$ cat config.mk
export PLATFORM = sky130hd
export DESIGN_NAME = bin2bcd_seq
export DESIGN_NICKNAME = d
export VERILOG_FILES = /design/src/rtl/bcd_pkg.sv /design/src/rtl/bcd_add3_digit.sv /design/src/rtl/bin2bcd_seq.sv
export SDC_FILE = /design/constraint.sdc
export NUM_CORES = 1
export LEC_CHECK = 0
export ABC_CLOCK_PERIOD_IN_PS = 2300
export CORE_ASPECT_RATIO = 1.5
export CORE_MARGIN = 2
export CORE_UTILIZATION = 43
export DETAILED_ROUTE_END_ITERATION = 8
export PLACE_DENSITY_LB_ADDON = 0.3
export REMOVE_ABC_BUFFERS = 1
export SETUP_SLACK_MARGIN = 0.4
export SLEW_MARGIN = 20
export SYNTH_ARGS = -nofsm -noshare
export SYNTH_HDL_FRONTEND = slang
export SYNTH_SLANG_ARGS = --single-unit
$ cat constraint.sdc
create_clock -name clk -period 2.3 [get_ports clk]
set_input_delay 0.23 -clock clk [delete_from_list [all_inputs] [get_ports clk]]
set_output_delay 0.23 -clock clk [all_outputs]
set_load 0.005 [all_outputs]
$ cat src/rtl/bcd_pkg.sv
// Shared types and helpers for the sequential binary-to-BCD converter.
package bcd_pkg;

  localparam int BCD_DIGIT_W = 4;

  typedef enum logic [1:0] {
    IDLE,
    SHIFT,
    DONE
  } bcd_state_t;

  // Minimum decimal digits for a w-bit unsigned value: ceil(w * log10(2)).
  // 30103/100000 slightly overestimates log10(2); the error stays below one
  // digit boundary for every operand width this block is realistically built for.
  function automatic int digits_for(input int w);
    return (w * 30103 + 99999) / 100000;
  endfunction

endpackage

$ cat src/rtl/bcd_add3_digit.sv
// One BCD digit correction stage of the shift-and-add-3 algorithm.
module bcd_add3_digit
  import bcd_pkg::*;
(
  input  logic [BCD_DIGIT_W-1:0] din,
  output logic [BCD_DIGIT_W-1:0] dout
);

  // Modulo-16 add; digits never exceed 9 before correction when DIGITS is sized correctly.
  assign dout = (din >= 4'd5) ? (din + 4'd3) : din;

endmodule

$ cat src/rtl/bin2bcd_seq.sv
// Sequential binary-to-BCD converter: one shift-and-add-3 step per clock,
// valid/ready on both sides, optional two's-complement input handling.
module bin2bcd_seq
  import bcd_pkg::*;
#(
  parameter int BIN_W  = 8,
  parameter int DIGITS = 3,
  parameter bit SIGNED = 1'b0
) (
  input  logic                          clk,
  input  logic                          rst_n,
  input  logic                          in_valid,
  output logic                          in_ready,
  input  logic [BIN_W-1:0]              bin_in,
  output logic                          out_valid,
  input  logic                          out_ready,
  output logic [BCD_DIGIT_W*DIGITS-1:0] bcd_out,
  output logic                          sign_out
);

  localparam int CNT_W = $clog2(BIN_W);
  localparam int BCD_W = BCD_DIGIT_W * DIGITS;

  if (DIGITS < digits_for(BIN_W)) begin : g_bad_digits
    $error("bin2bcd_seq: DIGITS=%0d too small for BIN_W=%0d", DIGITS, BIN_W);
  end

  bcd_state_t         state_q, state_d;
  logic [CNT_W-1:0]   cnt_q, cnt_d;
  logic [BIN_W-1:0]   mag_q, mag_d;
  logic [BCD_W-1:0]   dig_q, dig_d;
  logic [BCD_W-1:0]   bcd_q, bcd_d;
  logic               sign_q, sign_d;
  logic [BCD_W-1:0]   adj;
  logic               neg;

  for (genvar gi = 0; gi < DIGITS; gi++) begin : g_digit
    bcd_add3_digit u_add3 (
      .din  (dig_q[gi*BCD_DIGIT_W +: BCD_DIGIT_W]),
      .dout (adj[gi*BCD_DIGIT_W +: BCD_DIGIT_W])
    );
  end

  always_comb begin
    state_d = state_q;
    cnt_d   = cnt_q;
    mag_d   = mag_q;
    dig_d   = dig_q;
    bcd_d   = bcd_q;
    sign_d  = sign_q;
    neg     = 1'b0;
    case (state_q)
      IDLE: begin
        if (in_valid) begin
          neg     = SIGNED && bin_in[BIN_W-1];
          // Negating the most-negative value wraps back to 2^(BIN_W-1), which is the magnitude we want.
          mag_d   = neg ? -bin_in : bin_in;
          sign_d  = neg;
          dig_d   = '0;
          cnt_d   = CNT_W'(BIN_W - 1);
          state_d = SHIFT;
        end
      end
      SHIFT: begin
        {dig_d, mag_d} = {adj[BCD_W-2:0], mag_q, 1'b0};
        if (cnt_q == '0) begin
          bcd_d   = {adj[BCD_W-2:0], mag_q[BIN_W-1]};
          state_d = DONE;
        end else begin
          cnt_d = cnt_q - CNT_W'(1);
        end
      end
      DONE: begin
        if (out_ready) begin
          state_d = IDLE;
        end
      end
      default: state_d = IDLE;
    endcase
  end

  always_ff @(posedge clk or negedge rst_n) begin
    if (!rst_n) begin
      state_q <= IDLE;
      cnt_q   <= '0;
      mag_q   <= '0;
      dig_q   <= '0;
      bcd_q   <= '0;
      sign_q  <= 1'b0;
    end else begin
      state_q <= state_d;
      cnt_q   <= cnt_d;
      mag_q   <= mag_d;
      dig_q   <= dig_d;
      bcd_q   <= bcd_d;
      sign_q  <= sign_d;
    end
  end

  assign in_ready  = (state_q == IDLE);
  assign out_valid = (state_q == DONE);
  assign bcd_out   = bcd_q;
  assign sign_out  = sign_q;

endmodule

Yosys cells after proc, flatten, opt, wreduce, memory -nomap -nowiden
Cells that the tools add are included.
Widths: inputs -> output; s select.

storage, ports and cells
  bits in registers = 37
  output and inout bits = 15
  logic and storage cells = 39

cells by class
  add/subtract/negate cells = 4
  magnitude comparators = 3
  eq/ne operators = 6
  multiplexer cells = 14
  reductions and logical operators = 7

operator list
  kind                 number
  $pmux 12 s2          1
  $pmux 8 s2           1
  $ge 4x3->1 const B   3
  $mux 12              1
  $mux 3               3
  $add 4x2->4 const B  2
  $mux 4               2
  $mux 8               1
  $mux 2               3
  $ne 2x2->1 const B   3
  $pmux 2 s3           1
  $pmux 3 s2           1
  $reduce_and 3->1     2
  $reduce_and 2->1     2
  $add 3x2->3 const B  1
  $logic_not 3->1      1
  $sub 3x1->3 const B  1
  $eq 2x1->1 const B   1
  $eq 2x2->1 const B   1
  $logic_not 2->1      1
  $ne 2x1->1 const B   1
  $reduce_bool 2->1    1

Longest topological paths before layout
  depth in word-level cells = 3
  depth in mapped cells = 7
  depth with buffers taken out = 6

Cells and area by module
Synthesis repeated with hierarchy kept, for this count alone.

unflattened totals
  cells, all modules = 165
  area total of the unflattened synthesis = 1876.8 µm²

by module, submodules not included
  module          instances  cells an instance  area each (µm²)  sequential area each (µm²)
  bin2bcd_seq     1          117                1572.8           925.9
  bcd_add3_digit  3          16                 101.3            0.0

Least setup slack after synthesis
Ideal clock, no wire load.

  kind = register to register
  start point = register dig_q[0]
  end point = register dig_q[2]
  arrival time = 1.444 ns
  required time = 2.217 ns
  setup slack = 0.773 ns
  stages on the path, launching flop included = 7
  period minus slack after synthesis = 1.527 ns
  cell sequence = dfrtp_1 > inv_1 > ha_1 > nand2b_1 > a21oi_1 > mux2_2 > o21ai_0

on the way
  word-level cells in the longest chain between the ends = 3

ends and longest elaborated chain
  element                                    line                  text
  from (decl)                                bin2bcd_seq.sv:31     logic [BCD_W-1:0] dig_q, dig_d;
  from (signal assigned)                     bin2bcd_seq.sv:94     dig_q <= dig_d;
  $add 4x2->4 or $ge 4x3->1 (tied branches)  bcd_add3_digit.sv:10  assign dout = (din >= 4'd5) ? (din + 4'd3) : din;
  $mux 4 *                                   bcd_add3_digit.sv:10
  $pmux 12 s2 *                              bin2bcd_seq.sv:52     case (state_q)

Mark *: on every way between the ends. The rest lies on a longest branch, timed or not.
A chain may end at the register's enable or synchronous reset.

Worst setup path after layout
  start point = register state_q[0]
  end point = output port out_valid

on the way
  word-level cells in the longest chain between the ends = 1

ends and longest elaborated chain
  element                 line                text
  from (decl)             bin2bcd_seq.sv:28   bcd_state_t state_q, state_d;
  from (signal assigned)  bin2bcd_seq.sv:91   state_q <= state_d;
  $eq 2x2->1              bin2bcd_seq.sv:101  assign out_valid = (state_q == DONE);
  to (decl)               bin2bcd_seq.sv:15   output logic out_valid,

Every way passes these cells.

==> impl_metrics.yaml <==
final_layout:
  layout-drive-gt1-share_pct: 10.05
  area.growth.synth_to_final_pct: 22.06
  fin_cells: 255
  n_antenna_cell: 0
  fill_cells: 377
  nets: 228
pwr:
  finalPower_uw: 3177
  p_per_area_nw_per_um2: 1421
  ir_drop_mv: 0.7834
  p_leak_uw: 0.0009810
sta:
  setup_tns_ps: 0
  hold_violations: 0
  clock_skew_ps: 11.89
  fin_crit_ps: 1746
  tightest_slew_ps: 803.8
  fmax_ghz: 0.5727
  finalCritPeriodShare_pct: 75.92
  maxSlewViolCount: 0
  finalSetupViolations: 0
  rsz0062_at_grt: "no"
  maxSlewHeadroom_pct: 46.42
  setup_slack_ps: 553.8
worst_setup_path:
  crit_type: "flop to primary output"
  reg2reg_to: "dig_q[2]$_DFFE_PN0P_"
  worst-path-buf-inv: 3
  crit_fanout: 12
  endpoint_kind: "primary output"
  cp.required_ps: 2070
  worstPathCellList: "inv_2, nand2_1, inv_1, clkdlybuf4s50_1"
  max_stage_delay_ps: 500
  cpMaxStageDelayCell: "dfrtp_2"
  arrival_ps: 1520
  r2r_cells: 6
  reg2reg_slack_ps: 590
  critical-path-top-delay-family: "buffers and inverters"
  timing.rr.start: "dig_q[0]$_DFFE_PN0P_"
  crit_path_start_kind: "flop"
yosys:
  syn_area_sq_um: 1832
  synthArstFlopShare_pct: 100.0
  postSynthCellCount: 182
  synth_flop_cell: "dfrtp_1"
  seq_area_frac_synth_pct: 50.55
  ys_warn_count: 0
  synth_cell_types: 33
  ys_ff_latch: 37
  synth.top_cell.area_share_pct: 50.55
  yosys.area.top_type: "dfrtp_1"
  avgSynthCellArea_sq_um: 10.06
  synth.area.top_cells: "dfrtp_1 51%, o21ai_0 6.6%, ha_1 5.5%"
  synth_edf_count: 0
cts:
  cts_tree: "yes"
  clk_latency_ps: 300
  numCtsBuffers: 5
  h-tree-depth: 2
  clkTransAtPathRegs_ps: 80
  cts_root_buf: "clkbuf_8"
  ctsHoldBuffers: 0
  cts_max_path_buffers: 2
  clock_sinks: 37
floorplanning:
  ios: 27
  rows: 29
  die_h_microns: 83.94
  die-area_sq_um: 4809
  initial_core_util_pct: 43.90
  coreArea_sq_um: 4173
  die_x_microns: 57.29
run:
  maxCapViolCount: 0
grt:
  grt_pass1_wl_microns: 6182
  grt_pass1_vias: 1349
  overflow: 0
  grt_antenna_before_repair: 0
  grt_start_max_net_pins: 38
  track_usage_pct: 16.50
placement:
  io_buffer_count: 25
  post-place-ws_ps: 516.5
  gp_congestion: 0.7310
  place_inst: 247
  dp_hpwl_microns: 2439
worst_hold_path:
  hp-class: "input port to async pin"
routing:
  vias: 1418
  drc: 0
  drt_iter0_drc: 58
  wl_per_cell_microns: 14.17
  ant_nets: 0
  drtPass1Iterations: 4
  vias_per_cell: 5.561
  drt_wl_total_microns: 3614
status:
  status: "finished, final reports clean"
==> report_power, final <==
group | total [uW] | switching (uW) | internal (uW)
Clock | 675 | 244 | 431
Sequential | 1170 | 233 | 934
Combinational | 1340 | 663 | 673
==> cell usage in the layout, fill, tap and decap left out, types with 2 or more instances in the layout <==
cell and instances:
dfrtp_1 36, nand2b_1 4, a22oi_1 8, o22ai_1 4, nor2b_1 8, xnor2_1 3
o21ai_0 24, clkbuf_8 5, bufinv_16 2, buf_4 3, nor2_2 2, nor2_1 4
clkdlybuf4s50_1 24, nor3b_1 5, a21oi_1 16, mux2_2 4, a32o_1 4, nand2_1 16
inv_1 10, a22o_1 2, ha_1 8, o31ai_1 3
==> state kept, by name (all words and copies together) (netlist names) <==
| signal | flops |
|---|---|
| bcd_out | 12 |
| cnt_q | 3 |
| dig_q | 12 |
| mag_q | 8 |
| state_q | 2 |
==> cells in the mapped netlist (all sizes together) (5+ instances only) <==
library cell and instances:
a21oi 16, a22oi 8, buf 7, dfrtp 37, ha 8, inv 11
nand2 16, nand2b 5, nor2 6, nor2b 8, nor3b 5, o21ai 25
==> timing repair <==
| item | 4_1_cts | 5_1_grt |
|---|---|---|
| buffers inserted | 0 | 0 |
| endpoints found under the hold margin | 0 | 0 |
| setup endpoints to repair | 0 | 1 |
| gates resized for setup | 0 | 1 |
==> routing by layer <==
layer  routed length (microns)  global-route usage, %  up-vias
li1                          -                      -      691
met1                      1555                  19.22      682
met5                         0                      0        -
met4                        59                  5.708        0
met2                      1850                  28.63       36
met3                       149                  4.341        9
==> cell type report <==
class	count	area (sq um)	share of cell area (%)
flip-flops and latches	37	927.1	41.47
multi-input cells	125	808.3	36.15
repair buffers	28	267.8	11.98
clock buffers	5	68.82	3.078
clock inverters	3	65.06	2.910
well taps	46	57.56	2.574
inverters	11	41.29	1.847
==> cell families (layout without fill, tap and decap cells) <==
group	count (synthesis)	in the layout	synth area share, %
buffers and inverters	20	47	5.328
AND/OR/NAND/NOR	45	45	13.46
multiplexers	5	5	3.005
other	1	1	0.2047
adder cells (fa/ha/maj)	8	8	5.465
AO/OA/AOI/OAI	63	63	20.56
XOR/XNOR	3	3	1.435
flip-flops	37	37	50.55
==> stage by stage <==
step | instance area, sq um | util, % | hold WS [ps]
final | 2236 | 53.58 | 17.07
after global routing | 2236 | 53.58 | 87.36
after CTS | 2235 | 53.55 | 53.44
after detailed placement | 2101 | 50.34 | 372.2
after global placement | 2101 | 50.34 | 372.2
after floorplan | 1775 | - | -65.59
==> worst max path at each step <==
stage | cells after the start | start | endpoint
CTS | 4 | state_q[0]$_DFFE_PN0P_ | out_valid
global route | 6 | dig_q[0]$_DFFE_PN0P_ | dig_q[2]$_DFFE_PN0P_
global placement | 5 | in_valid | dig_q[11]$_DFFE_PN0P_
finish | 4 | state_q[0]$_DFFE_PN0P_ | out_valid
detailed placement | 5 | in_valid | dig_q[7]$_DFFE_PN0P_
floorplan | 6 | dig_q[0]$_DFFE_PN0P_ | bcd_out[2]$_DFFE_PN0P_
Power figures use the tool's default switching activity.
